File: config.mk
export PLATFORM = sky130hd
export DESIGN_NAME = handshake_full_slice
export DESIGN_NICKNAME = d
export VERILOG_FILES = /design/src/rtl/handshake_pkg.sv /design/src/rtl/handshake_full_slice.sv
export SDC_FILE = /design/constraint.sdc
export NUM_CORES = 1
export LEC_CHECK = 0
export CORE_ASPECT_RATIO = 0.6
export CORE_MARGIN = 5
export CORE_UTILIZATION = 42
export CTS_BUF_LIST = sky130_fd_sc_hd__clkbuf_16
export CTS_CLUSTER_SIZE = 30
export DETAILED_ROUTE_END_ITERATION = 16
export GPL_TIMING_DRIVEN = 0
export MAX_ROUTING_LAYER = met4
export PLACE_DENSITY = 0.79
export SYNTH_ARGS = -nofsm -noshare
export SYNTH_HDL_FRONTEND = slang
export SYNTH_SLANG_ARGS = --single-unit
export TNS_END_PERCENT = 20
File: constraint.sdc
create_clock -name clk -period 2.22 [get_ports clk]
set_clock_uncertainty 0.15 [all_clocks]
set_input_delay 0.555 -clock clk [delete_from_list [all_inputs] [get_ports clk]]
set_output_delay 0.555 -clock clk [all_outputs]
set_load 0.02 [all_outputs]
File: src/rtl/handshake_pkg.sv
// Shared types and constants for the full valid/ready register slice.
package handshake_pkg;

  typedef enum logic [1:0] {
    S_EMPTY = 2'd0,
    S_BUSY  = 2'd1,
    S_FULL  = 2'd2
  } slice_state_t;

  localparam logic [1:0] OCC_EMPTY = 2'd0;
  localparam logic [1:0] OCC_ONE   = 2'd1;
  localparam logic [1:0] OCC_TWO   = 2'd2;

endpackage

File: src/rtl/handshake_full_slice.sv
// Full register slice: main + skid entries, every output decoded from state or
// taken straight from a data flop, so both handshake paths are cut.
module handshake_full_slice
  import handshake_pkg::*;
#(
  parameter int DATA_W = 8
) (
  input  logic              clk,
  input  logic              rst_n,
  input  logic              flush,
  input  logic [DATA_W-1:0] up_data,
  input  logic              up_valid,
  output logic              up_ready,
  output logic [DATA_W-1:0] down_data,
  output logic              down_valid,
  input  logic              down_ready,
  output logic [1:0]        occupancy
);

  slice_state_t      state, state_nxt;
  logic [DATA_W-1:0] main_data, skid_data;
  logic              load_main_up, load_main_skid, load_skid;
  logic              up_fire, down_fire;

  // Output decode depends on state only; the spare code reads as EMPTY.
  always_comb begin
    up_ready   = 1'b1;
    down_valid = 1'b0;
    occupancy  = OCC_EMPTY;
    case (state)
      S_BUSY: begin
        down_valid = 1'b1;
        occupancy  = OCC_ONE;
      end
      S_FULL: begin
        up_ready   = 1'b0;
        down_valid = 1'b1;
        occupancy  = OCC_TWO;
      end
      default: ;
    endcase
  end

  assign up_fire   = up_valid & up_ready;
  assign down_fire = down_valid & down_ready;
  assign down_data = main_data;

  always_comb begin
    state_nxt      = state;
    load_main_up   = 1'b0;
    load_main_skid = 1'b0;
    load_skid      = 1'b0;
    if (flush) begin
      state_nxt = S_EMPTY;
    end else begin
      case (state)
        S_BUSY: begin
          if (up_fire && down_fire) begin
            load_main_up = 1'b1;
          end else if (up_fire) begin
            load_skid = 1'b1;
            state_nxt = S_FULL;
          end else if (down_fire) begin
            state_nxt = S_EMPTY;
          end
        end
        S_FULL: begin
          if (down_fire) begin
            load_main_skid = 1'b1;
            state_nxt      = S_BUSY;
          end
        end
        default: begin
          // EMPTY, or an illegal code recovering as EMPTY
          if (up_fire) begin
            load_main_up = 1'b1;
            state_nxt    = S_BUSY;
          end else begin
            state_nxt = S_EMPTY;
          end
        end
      endcase
    end
  end

  always_ff @(posedge clk or negedge rst_n) begin
    if (!rst_n) state <= S_EMPTY;
    else        state <= state_nxt;
  end

  always_ff @(posedge clk or negedge rst_n) begin
    if (!rst_n) begin
      main_data <= '0;
      skid_data <= '0;
    end else begin
      if (load_main_up)        main_data <= up_data;
      else if (load_main_skid) main_data <= skid_data;
      if (load_skid)           skid_data <= up_data;
    end
  end

endmodule

==> flow_summary.ini <==
[yosys]
ys_warn_count = 0
netlist-cell-type-count = 20
syn_area_per_cell_um2 = 13.43
netlist_area_um2 = 913.4
yosysSeqAreaShare_pct = 49.32
syn_inst = 68
synthesis.nets = 84
ys_seq_elements = 18

[route]
drtIter0Drc = 44
num_vias = 647
drc = 0
vias_per_cell = 5.135
postRouteAntennaNets = 0
dr.pass1.iters = 4
drt-wirelength-per-cell_um = 13.90
drt_wl_total_um = 1751

[clocking]
clockBufferDepth = 2
cts_tree = built
clk_pin_slew_ns = 0.05
cts_buffers = 3
cts.sinks = 18
cts_root_buf = clkbuf_16
hold_buffers = 0
clock_latency_ns = 0.24
cts_max_level = 1

[setup_path]
crit_buf_inv = 3
arrival_ns = 1.46
reg2reg_depth = 6
path_depth = 4
crit_top_cell = inv_1
cp_cell_sequence = inv_1 > ha_4 > inv_1 > dlygate4sd2_1
cpLargestDelayFamily = buffers and inverters
crit_slowest_cell = dfrtp_1
max_stage_delay_ns = 0.42
worstPathMaxFanout = 7
end_kind = output port
startpoint_type = register
cp.required_ns = 1.51
path_class = register to output port

[status]
run_status = completed

[sta]
drv_slew = 0
rsz0062_at_grt = false
max_freq_mhz = 462.8
worstMarginPinSlew_ns = 0.7657
min_period_ns = 2.161
fin_setup_tns_ns = 0
finalHoldViolCount = 0
fin_crit_sh_pct = 97.33
setup_viol = 0
maxSlewHeadroom_pct = 48.79

[finish]
nets = 114
n_antenna_cell = 0
drive_gt1_share_pct = 25.00
fillers = 161
final_util_pct = 60.95
synthToLayoutAreaGrowth_pct = 41.10

[min_path]
hold_depth = 1
hold_path_class = register to register

[die]
coreArea_um2 = 2115
io_pins = 25
rows = 13
die_x_um = 70.21
dieArea_um2 = 3238
initial_core_util_pct = 43.20
die_h_um = 46.12

[place]
port_buffers = 24
dp_hpwl_um = 1299
gp_congestion = 0.7482

[power]
vdd_drop_max_mv = 0.5269
powerDensity_nw_per_um2 = 808.1
leakagePower_nw = 0.5439

[grt]
overflow = 0
antenna_found_initial = 0
grt_first_pass_wirelength_um = 2766
first_global_vias = 643
grt_max_degree = 19
grt_usage_pct = 11.87

[job]
maxCapViolations = 0
[cells by family (layout without fill, tap and decap cells)]
kind of cell             after synthesis  after routing  share of synthesized area (%)
AO/OA/AOI/OAI                          8              8                          6.026
adder cells (fa/ha/maj)                3              3                          4.110
buffers and inverters                  5             33                          2.876
flip-flops                            18             18                          49.31
multiplexers                          24             24                          29.59
AND/OR/NAND/NOR                       10             10                          8.083
[flip-flops by register name, indices dropped and copies added, names as in the netlist]
register,cells
skid_data,8
down_data,8
state,2
[per-stage QoR]
stage	std cells	cell area [µm²]	setup slack, ns	total power, mW	hold slack [ns]
2_1_floorplan	68	913.4	0.05293	0.5811	0.1094
3_3_place_gp	122	1191	-0.2014	0.6917	0.3344
3_5_place_dp	122	1191	-0.2662	0.7017	0.3426
4_1_cts	125	1271	-0.004584	1.048	0.3533
5_1_grt	126	1289	0.005485	1.093	0.3688
6_report	126	1289	0.05922	1.041	0.3512
[synth_stat cells, drive strengths merged]
master	number	area share [%]
a31oi	1	0.69
nor2b	2	1.4
nand3b	1	0.82
ha	3	4.1
a21o	2	1.6
nand2b	1	0.69
mux2	24	30
nor4bb	1	1.8
nand3	1	0.55
buf	1	1.2
and3	1	0.69
nand4	1	1.4
a211o	1	0.96
o21ai	1	0.55
a21oi	1	0.55
o211ai	2	1.6
nor2	2	0.82
inv	4	1.6
dfrtp	18	49
[layout make-up]
cell class	count	area, µm²	share of cell area [%]
Tap cell	30	37.54	2.913
Buffer	1	11.26	0.8738
Sequential cell	18	450.4	34.95
Multi-Input combinational cell	45	457.9	35.53
Clock buffer	3	75.07	5.825
Inverter	4	15.01	1.165
Timing Repair Buffer	25	241.5	18.74
[layout by cell type, fill, tap and decap left out, types with 2 or more instances in the layout]
cell             instances
a21o_1                   2
clkbuf_16                3
clkdlybuf4s50_1         19
dfrtp_1                 18
dlygate4sd2_1            5
ha_1                     2
inv_1                    4
mux2_1                   8
mux2_2                  16
nor2_1                   2
nor2b_1                  2
o211ai_1                 2
[per-layer routing]
layer / part of all wire [%] / GRT usage [%] / vias up
met5: 0 / - / -
li1: - / - / 304
met3: 6.9 / 5.229 / 4
met1: 45 / 13.61 / 313
met4: 1.8 / 4.962 / 0
met2: 46 / 18.57 / 26
[report_power, final]
| group | internal (mW) | switching [mW] | leakage, nW | total (mW) |
|---|---|---|---|---|
| Clock | 0.236 | 0.109 | 0.0370 | 0.345 |
| Sequential | 0.403 | 0.0332 | 0.218 | 0.436 |
| Combinational | 0.152 | 0.109 | 0.289 | 0.261 |
| Total | 0.791 | 0.251 | 0.544 | 1.04 |
[worst paths after layout]
check	start	end	slack (ns)
min	skid_data[0]$_DFFE_PN0P_	skid_data[0]$_DFFE_PN0P_	0.35
max in group asynchronous	rst_n	down_data[6]$_DFFE_PN0P_	0.83
max	state[0]$_DFFE_PN0P_	down_valid	0.06
min reg2reg	skid_data[0]$_DFFE_PN0P_	skid_data[0]$_DFFE_PN0P_	0.35
min in group asynchronous	rst_n	skid_data[2]$_DFFE_PN0P_	0.61
max reg2reg	state[0]$_DFFE_PN0P_	down_data[0]$_DFFE_PN0P_	0.09
[repair_timing]
| item | in CTS | in global routing |
|---|---|---|
| gates cloned | 0 | 0 |
| setup endpoints to repair | 12 | 9 |
| pin swaps | 1 | 0 |
| endpoints found under the hold margin | 0 | 0 |
| buffers inserted | 0 | 1 |
| resized for setup | 7 | 1 |
Power figures use the tool's default switching activity.
